--- config.mk ---
export PLATFORM = sky130hd
export DESIGN_NAME = vme_a24_slave
export DESIGN_NICKNAME = d
export VERILOG_FILES = /design/src/rtl/vme_a24_slave_pkg.sv /design/src/rtl/vme_input_sync.sv /design/src/rtl/vme_a24_slave.sv
export SDC_FILE = /design/constraint.sdc
export NUM_CORES = 1
export LEC_CHECK = 0
export CAP_MARGIN = 20
export CORE_MARGIN = 5
export CORE_UTILIZATION = 43
export DETAILED_ROUTE_END_ITERATION = 10
export GPL_TIMING_DRIVEN = 0
export HOLD_SLACK_MARGIN = 0.05
export PLACE_DENSITY = 0.81
export SLEW_MARGIN = 5
export SYNTH_ARGS = -nofsm -noshare
export SYNTH_HDL_FRONTEND = slang
export SYNTH_SLANG_ARGS = --single-unit
--- constraint.sdc ---
create_clock -name clk_i -period 2.1 [get_ports clk_i]
set_input_delay 0.42 -clock clk_i [delete_from_list [all_inputs] [get_ports clk_i]]
set_output_delay 0.42 -clock clk_i [all_outputs]
set_load 0.02 [all_outputs]
--- src/rtl/vme_a24_slave_pkg.sv ---
// vme_a24_slave_pkg: shared definitions for the VME A24/D32 slave.
//   - A24 address-modifier codes accepted by the slave (user and supervisor data)
//   - FSM state encoding
//   - geographic-address helpers (parity check, slot extraction)
package vme_a24_slave_pkg;

  localparam logic [5:0] c_AM_A24_USER = 6'h39;
  localparam logic [5:0] c_AM_A24_SUP  = 6'h3D;

  typedef enum logic [2:0] {
    ST_IDLE,
    ST_DECODE,
    ST_WAIT_DS,
    ST_ACCESS,
    ST_RDSETUP,
    ST_DTACK,
    ST_ERROR,
    ST_WAIT_END
  } t_vme_slave_state;

  // GA pins carry {parity, ~slot}; the backplane wiring gives odd parity.
  function automatic logic f_ga_valid(input logic [5:0] ga);
    return ^ga;
  endfunction

  function automatic logic [4:0] f_ga_slot(input logic [5:0] ga);
    return ~ga[4:0];
  endfunction

endpackage

--- src/rtl/vme_input_sync.sv ---
// vme_input_sync: W-bit two-flop synchroniser for asynchronous VME strobes.
//   clk_i, rst_i : clock, synchronous active-high reset
//   i_d          : asynchronous inputs
//   o_q          : synchronised outputs (reset to RST_VAL, i.e. strobes inactive)
module vme_input_sync #(
  parameter int           W       = 1,
  parameter logic [W-1:0] RST_VAL = '1
) (
  input  logic         clk_i,
  input  logic         rst_i,
  input  logic [W-1:0] i_d,
  output logic [W-1:0] o_q
);

  logic [W-1:0] r_meta;
  logic [W-1:0] r_sync;

  always_ff @(posedge clk_i) begin
    if (rst_i) begin
      r_meta <= RST_VAL;
      r_sync <= RST_VAL;
    end else begin
      r_meta <= i_d;
      r_sync <= r_meta;
    end
  end

  assign o_q = r_sync;

endmodule

--- src/rtl/vme_a24_slave.sv ---
// vme_a24_slave: VME64x A24 single-cycle D32 slave bridged to a local
// request/acknowledge register bus.
//   clk_i/rst_i        : clock, synchronous active-high reset
//   vme_*_i            : VME backplane inputs (strobes asynchronous, GA static)
//   vme_data_o         : read data toward the bus
//   vme_dtack_*/berr_o : cycle termination drivers
//   vme_data_dir/oe_n  : data transceiver control; address transceiver tied on
//   bus_*              : local bus, one req/ack handshake per VME cycle
module vme_a24_slave
  import vme_a24_slave_pkg::*;
#(
  parameter int g_TIMEOUT = 255
) (
  input  logic        clk_i,
  input  logic        rst_i,
  input  logic        vme_as_n_i,
  input  logic [1:0]  vme_ds_n_i,
  input  logic        vme_write_n_i,
  input  logic [5:0]  vme_am_i,
  input  logic [5:0]  vme_ga_i,
  input  logic        vme_lword_n_i,
  input  logic [31:1] vme_addr_i,
  input  logic [31:0] vme_data_i,
  output logic [31:0] vme_data_o,
  output logic        vme_dtack_n_o,
  output logic        vme_dtack_oe_o,
  output logic        vme_berr_o,
  output logic        vme_data_dir_o,
  output logic        vme_data_oe_n_o,
  output logic        vme_addr_dir_o,
  output logic        vme_addr_oe_n_o,
  output logic [16:0] bus_addr_o,
  output logic [31:0] bus_dat_o,
  input  logic [31:0] bus_dat_i,
  output logic        bus_we_o,
  output logic        bus_req_o,
  input  logic        bus_ack_i
);

  localparam logic [9:0] c_TO_LAST = 10'(g_TIMEOUT - 1);

  logic [3:0]       w_sync;
  logic             w_as_n;
  logic [1:0]       w_ds_n;
  logic             w_write_n;
  logic             w_match;
  logic             w_d32;
  logic             w_unused;

  t_vme_slave_state r_state;
  t_vme_slave_state w_next;

  logic [23:1]      r_addr;
  logic [5:0]       r_am;
  logic             r_lword_n;
  logic             r_we;
  logic [9:0]       r_cnt;
  logic [31:0]      r_wdata;
  logic [31:0]      r_rdata;

  vme_input_sync #(.W(4), .RST_VAL(4'hF)) u_sync (
    .clk_i (clk_i),
    .rst_i (rst_i),
    .i_d   ({vme_as_n_i, vme_ds_n_i, vme_write_n_i}),
    .o_q   (w_sync)
  );

  assign {w_as_n, w_ds_n, w_write_n} = w_sync;

  // Only A23..A1 are decoded; upper address lines are don't-care in A24.
  assign w_unused = &{1'b0, vme_addr_i[31:24]};

  assign w_match = f_ga_valid(vme_ga_i) && (f_ga_slot(vme_ga_i) != 5'd0) &&
                   ((r_am == c_AM_A24_USER) || (r_am == c_AM_A24_SUP)) &&
                   (r_addr[23:19] == f_ga_slot(vme_ga_i));

  assign w_d32 = (w_ds_n == 2'b00) && !r_lword_n && !r_addr[1];

  always_ff @(posedge clk_i) begin
    if (rst_i) r_state <= ST_IDLE;
    else       r_state <= w_next;
  end

  always_comb begin
    w_next          = r_state;
    vme_dtack_n_o   = 1'b1;
    vme_dtack_oe_o  = 1'b0;
    vme_berr_o      = 1'b0;
    vme_data_dir_o  = 1'b0;
    vme_data_oe_n_o = 1'b1;
    bus_req_o       = 1'b0;
    bus_we_o        = 1'b0;
    case (r_state)
      ST_IDLE:     if (!w_as_n) w_next = ST_DECODE;
      ST_DECODE:   w_next = w_match ? ST_WAIT_DS : ST_WAIT_END;
      ST_WAIT_DS: begin
        vme_data_oe_n_o = w_write_n;
        // Any strobe low starts the check; a single-strobe (D16/D08)
        // transfer is not D32 and terminates with BERR.
        if (w_ds_n != 2'b11) w_next = w_d32 ? ST_ACCESS : ST_ERROR;
      end
      ST_ACCESS: begin
        bus_req_o       = 1'b1;
        bus_we_o        = r_we;
        vme_data_oe_n_o = !r_we;
        // ack is tested before the timeout so a last-cycle ack still wins
        if (bus_ack_i)                w_next = r_we ? ST_DTACK : ST_RDSETUP;
        else if (r_cnt == c_TO_LAST)  w_next = ST_ERROR;
      end
      ST_RDSETUP: begin
        vme_data_dir_o  = 1'b1;
        vme_data_oe_n_o = 1'b0;
        w_next          = ST_DTACK;
      end
      ST_DTACK: begin
        vme_dtack_oe_o  = 1'b1;
        vme_dtack_n_o   = 1'b0;
        vme_data_dir_o  = !r_we;
        vme_data_oe_n_o = 1'b0;
        if (w_ds_n == 2'b11) w_next = ST_WAIT_END;
      end
      ST_ERROR: begin
        vme_berr_o = 1'b1;
        if (w_ds_n == 2'b11) w_next = ST_WAIT_END;
      end
      ST_WAIT_END: if (w_as_n) w_next = ST_IDLE;
      default:     w_next = ST_IDLE;
    endcase
    // Master abort: AS released early drops everything.
    if ((r_state != ST_IDLE) && w_as_n) w_next = ST_IDLE;
  end

  always_ff @(posedge clk_i) begin
    if (rst_i) begin
      r_addr    <= '0;
      r_am      <= '0;
      r_lword_n <= 1'b1;
      r_we      <= 1'b0;
      r_cnt     <= '0;
      r_wdata   <= '0;
      r_rdata   <= '0;
    end else begin
      if ((r_state == ST_IDLE) && !w_as_n) begin
        r_addr    <= vme_addr_i[23:1];
        r_am      <= vme_am_i;
        r_lword_n <= vme_lword_n_i;
      end
      if ((r_state == ST_WAIT_DS) && (w_next == ST_ACCESS)) begin
        r_we <= !w_write_n;
        if (!w_write_n) r_wdata <= vme_data_i;
      end
      if ((r_state == ST_ACCESS) && (w_next == ST_RDSETUP)) r_rdata <= bus_dat_i;
      r_cnt <= (r_state == ST_ACCESS) ? r_cnt + 10'd1 : '0;
    end
  end

  assign bus_addr_o      = r_addr[18:2];
  assign bus_dat_o       = r_wdata;
  assign vme_data_o      = r_rdata;
  assign vme_addr_dir_o  = 1'b0;
  assign vme_addr_oe_n_o = 1'b0;

endmodule

### Word level (Yosys, flattened, before mapping)

Index checks and enable logic that the tools add are counted.

| operators by class | value |
|---|---|
| add/sub/neg operators | 1 |
| $mul | 0 |
| divide/modulo/power cells | 0 |
| $lt $le $gt $ge | 0 |
| eq/ne operators | 15 |
| shift-type cells | 0 |
| mux-type cells | 18 |
| bitwise operators | 3 |
| reduce and logical (&&, ||, !) cells | 24 |

Operator list:

| cell | count |
|---|---|
| $mux 3 | 9 |
| $pmux 3 s7 | 1 |
| $eq 3x3->1 const B | 5 |
| $eq 6x6->1 const B | 2 |
| $add 10x1->10 const B | 1 |
| $eq 10x8->1 const B | 1 |
| $eq 3x2->1 const B | 3 |
| $logic_and 1x1->1 | 9 |
| $mux 1 | 6 |
| $reduce_or 2->1 | 3 |
| $reduce_xor 6->1 | 1 |
| $eq 5x5->1 | 1 |
| $logic_not 1->1 | 5 |
| $not 5->5 | 1 |
| $reduce_bool 5->1 | 1 |
| $eq 3x1->1 const B | 1 |
| $logic_not 3->1 | 1 |
| $pmux 1 s3 | 1 |
| $reduce_bool 3->1 | 1 |
| $eq 2x2->1 const B | 1 |
| $logic_not 2->1 | 1 |
| $ne 2x2->1 const B | 1 |
| $not 1->1 | 2 |
| $pmux 1 s2 | 1 |
| other kinds (2) | 2 |

| storage, ports and cells | value |
|---|---|
| register bits after elaboration | 116 |
| bits in latches | 0 |
| memory bits (writable) | 0 |
| ROM bits | 0 |
| input port bits | 115 |
| output and inout bits | 90 |
| word-level logic and storage cells | 71 |
| memories | 0 |

### Depth between registers and ports, before layout

| depth | value |
|---|---|
| depth in word-level cells | 11 |
| mapped depth | 8 |
| mapped depth without buffers | 7 |

### By module

Synthesis repeated with hierarchy kept, for this count alone.

| second synthesis, totals | value |
|---|---|
| cell total of the unflattened synthesis | 555 |
| area, all modules | 5,165.0 µm² |

Modules (own cells, without submodules):

| module | instances | cells each | area each (µm²) | sequential area each (µm²) |
|---|---|---|---|---|
| vme_a24_slave | 1 | 539 | 4,954.8 | 2,142.1 |
| vme_input_sync | 1 | 16 | 210.2 | 160.2 |

### Worst setup path after synthesis

No wires, ideal clock.

| timing path | value |
|---|---|
| kind | register to register |
| from | reg r_cnt[0] |
| to | reg r_wdata[0], in the netlist bus_dat_o[0] |
| setup time | 0.072 ns |
| arrival time | 1.794 ns |
| required time | 2.028 ns |
| setup slack | 0.235 ns |
| stages on the path, launching flop included | 9 |
| buffers on the path | 1 |
| clock period less this slack | 1.865 ns |
| cell sequence | dfxtp_1 > inv_1 > ha_1 > nor3b_1 > a41oi_2 > a211oi_4 > nor3_4 > buf_6 > mux2i_1 |

| between the ends | value |
|---|---|
| cells in the longest elaborated chain, start to end | 8 |

Ends and longest elaborated chain:

| item | RTL line | text |
|---|---|---|
| start, declared | vme_a24_slave.sv:57 | `logic [9:0] r_cnt;` |
| start signal, assigned | vme_a24_slave.sv:153 | `r_cnt <= (r_state == ST_ACCESS) ? r_cnt + 10'd1 : '0;` |
| $eq 10x8->1 | vme_a24_slave.sv:108 | `else if (r_cnt == c_TO_LAST) w_next = ST_ERROR;` |
| $mux 3 | vme_a24_slave.sv:108 |  |
| $mux 3 | vme_a24_slave.sv:107 | `if (bus_ack_i) w_next = r_we ? ST_DTACK : ST_RDSETUP;` |
| $pmux 3 s7 | vme_a24_slave.sv:93 | `case (r_state)` |
| $mux 3 | vme_a24_slave.sv:130 | `if ((r_state != ST_IDLE) && w_as_n) w_next = ST_IDLE;` |
| $eq 3x2->1 | vme_a24_slave.sv:148 | `if ((r_state == ST_WAIT_DS) && (w_next == ST_ACCESS)) begin` |
| $logic_and 1x1->1 | vme_a24_slave.sv:148 |  |
| $reduce_and 2->1 (no source line) | n/a |  |
| end signal, assigned | vme_a24_slave.sv:150 | `if (!w_write_n) r_wdata <= vme_data_i;` |
| end, declared | vme_a24_slave.sv:58 | `logic [31:0] r_wdata;` |

No other way between the ends.
A chain may end at the register's enable or synchronous reset.

### Worst setup path after layout

| timing path | value |
|---|---|
| from | reg r_state[2] |
| to | out bus_we_o |

| between the ends | value |
|---|---|
| cells in the longest elaborated chain, start to end | 2 |

Ends and longest elaborated chain:

| item | RTL line | text |
|---|---|---|
| start, declared | vme_a24_slave.sv:50 | `t_vme_slave_state r_state;` |
| start signal, assigned | vme_a24_slave.sv:81 | `else r_state <= w_next;` |
| $eq 3x2->1 | vme_a24_slave.sv:93 |  |
| $mux 1 | vme_a24_slave.sv:93 |  |
| end, declared | vme_a24_slave.sv:35 | `output logic bus_we_o,` |

No other way between the ends.

==> run_results.csv <==
group,metric,value,unit
power,ir_worst_vdd,0.516,mV
route,final_antenna_net_count,0,
route,drt_pass1_iterations,4,
floorplan,dieArea,13400,µm²
yosys,synthFlopType,"dfxtp_1",
min_path,min_to,"bus_dat_o[13]$_SDFFE_PP0P_",
clock_tree,clk-insertion-delay-late,0.51,ns
grt,overflow,0,
yosys,ys.warnings.count,0,
critical_path,crit_fanout,8,
floorplan,floorplan.rows,38,
final_layout,antenna_cells,0,
critical_path,reg2reg_to,"bus_dat_o[30]$_SDFFE_PP0P_",
yosys,syn_inst,553,
placed_design,dp_cells,886,
critical_path,start_kind,"flop",
sta,setup_viol,0,
sta,drv_slew,0,
route,drt_iter0_markers,212,
critical_path,worst_r2r_path_depth,9,
route,route.detailed.drc,0,
critical_path,r2r-start,"r_cnt[0]$_SDFF_PP0_",
floorplan,start_util,0.441,
yosys,ys_async_sr_fraction,0,
floorplan,fp.coreArea,10900,µm²
clock_tree,clock-sinks,115,
grt,grt_max_degree,17,
min_path,min_from,"rst_i",
critical_path,critical_path_required,1.68,ns
grt,grt_first_pass_wirelength,20900,µm
final_layout,final_cell_count_no_fill,921,
clock_tree,cts.htree.levels,4,
final_layout,nNetsFinal,887,
yosys,synth_edf_count,0,
route,vias,4457,
yosys,synth-seq-cells,115,
clock_tree,clkTransAtPathRegs,0.06,ns
run_status,status,"completed",
yosys,synth_top_area_frac,0.480,
power,p_per_area,719,nW/µm²
clock_tree,cts_tree,"built",
placed_design,dp_hpwl,10200,µm
power,totalPowerFinal,5420,µW
yosys,ys_types,42,
sta,max_freq,491,MHz
clock_tree,numCtsBuffers,17,
critical_path,worstPathArrival,1.62,ns
sta,hold_slack,0.390,ns
sta,fin_crit_sh,0.971,
sta,final_hold_viol_count,0,
yosys,synth_area_leaders,"dfxtp_1, nand2_1, nand2b_1",
grt,grt.total_usage,0.199,
route,wirelength,13400,µm
placed_design,io_buffers,192,
sta,setup_slack,0.0614,ns
yosys,synth_area_per_cell,8.68,µm²
critical_path,reg2reg_slack,0.14,ns
min_path,hold_depth,3,
sta,maxSlewHeadroom,0.610,
floorplan,fp.dieH,116,µm
clock_tree,cts_buffer_depth,2,
critical_path,cp-end-kind,"output port",
min_path,hp-class,"in2reg",
grt,grt_pass1_vias,4468,
final_layout,layout-drive-gt1-share,0.111,
route,via_per_inst,4.84,
sta,finClkSkew,0.00613,ns
yosys,synth_top_cell_by_area,"dfxtp_1",
final_layout,area_growth,57.0,%
sta,worstMarginPinSlew,0.585,ns
power,p_leak,0.00272,µW
yosys,syn-cell-area,4800,µm²
sta,fin_crit,2.04,ns
placed_design,pre_cts_ws,-0.383,ns
placed_design,gp_congestion,0.827,
final_layout,fin_util,0.692,
floorplan,ios,205,
grt,antenna_found_initial,0,
clock_tree,cts_root_buffer,"clkbuf_8",
yosys,ys_seq_area_frac,0.480,
flow_run,maxCapViolations,0,
floorplan,die_w,116,µm
route,wl_per_cell,14.6,µm
critical_path,crit_type,"reg2out",
## synthesized netlist by cell type, types with 4 or more instances
cell type / n
a21oi_1: 62
mux2i_1: 32
nand3_1: 6
buf_4: 22
or2_2: 8
dfxtp_1: 115
nand2b_1: 65
clkbuf_1: 29
nor2_1: 15
nor2b_1: 4
xor2_1: 12
ha_1: 4
nand2_1: 135
## worst max-delay path by stage
stage / from / end / slack, ns
after floorplan: r_cnt[0]$_SDFF_PP0_ / bus_dat_o[0]$_SDFFE_PP0P_ / 0.23
after global placement: vme_ga_i[0] / r_state[2]$_SDFF_PP0_ / -0.31
after detailed placement: vme_ga_i[0] / r_state[2]$_SDFF_PP0_ / -0.38
after CTS: r_state[2]$_SDFF_PP0_ / vme_dtack_oe_o / 0.007
after global routing: r_cnt[0]$_SDFF_PP0_ / bus_dat_o[30]$_SDFFE_PP0P_ / -0.006
final: r_state[2]$_SDFF_PP0_ / bus_we_o / 0.06
## worst max-delay path, stage by stage, from the launching register on
cell             delay [ns]
dfxtp_2                0.33
and3b_1                0.21
buf_4                  0.17
and2_1                 0.13
clkdlybuf4s15_2        0.27
## repair_timing
item	in CTS	in global routing
buffers inserted	2	1
cloned	0	0
endpoints found under the setup margin	42	39
endpoints found under the hold margin	0	0
hold buffers	0	0
gates resized for setup	24	11
pin swaps	1	1
## metrics by stage
step	cell area (µm²)	TNS (ns)
6_report	7540	0
4_1_cts	7510	0
3_5_place_dp	6900	-10.27
5_1_grt	7540	-0.00614
2_1_floorplan	4800	0
3_3_place_gp	6900	-8.12
## routing by layer
layer  part of all wire  global-route usage  wire (µm)  vias up
li1                   -                   -          -     2211
met1               0.38               0.214       5120     2037
met2               0.48               0.341       6510      182
met3               0.11              0.0872       1530       27
met4              0.021              0.0882        278        0
met5                  0                   0          0        -
## placed cells by master (no fill, tap or decap), types with 4 or more instances in the layout
| cell | n |
|---|---|
| buf_4 | 26 |
| nand2b_1 | 65 |
| clkinvlp_4 | 5 |
| mux2i_1 | 32 |
| xor2_1 | 12 |
| clkbuf_1 | 28 |
| nand3_1 | 6 |
| dfxtp_1 | 111 |
| nor2_1 | 15 |
| nand2_1 | 135 |
| clkinv_2 | 4 |
| buf_6 | 4 |
| clkbuf_16 | 16 |
| ha_1 | 4 |
| clkdlybuf4s50_1 | 185 |
| or2_2 | 8 |
| a21oi_1 | 62 |
| dfxtp_2 | 4 |
## logic make-up after synthesis
kind of cell             after synthesis  share of synthesized area
XOR/XNOR                              14                     0.0284
flip-flops                           115                      0.480
other                                  1                   0.000781
adder cells (fa/ha/maj)                4                     0.0104
buffers and inverters                 59                     0.0685
multiplexers                          32                     0.0667
AND/OR/NAND/NOR                      254                      0.257
AO/OA/AOI/OAI                         74                     0.0889
## where the power goes
group / switching, µW / internal [µW]
clock network: 1010 / 1740
logic: 162 / 280
registers: 14.4 / 2210
## layout make-up
class / count / area [µm²]
fillers: 839 / 3350
flip-flops and latches: 115 / 2310
multi-input cells: 380 / 2200
repair buffers: 195 / 1940
clock buffers: 19 / 442
plain buffers: 56 / 328
well taps: 140 / 175
clock inverters: 13 / 135
inverters: 3 / 11.3
## flip-flops by register name, indices dropped and copies added, names as in the netlist
name and count:
bus_dat_o 32, u_sync.r_meta 4, r_state 3, r_lword_n 1, r_addr 23, r_we 1
r_cnt 10, vme_data_o 32, u_sync.o_q 4, r_am 5
No activity file was read; power rests on OpenSTA's default activity.
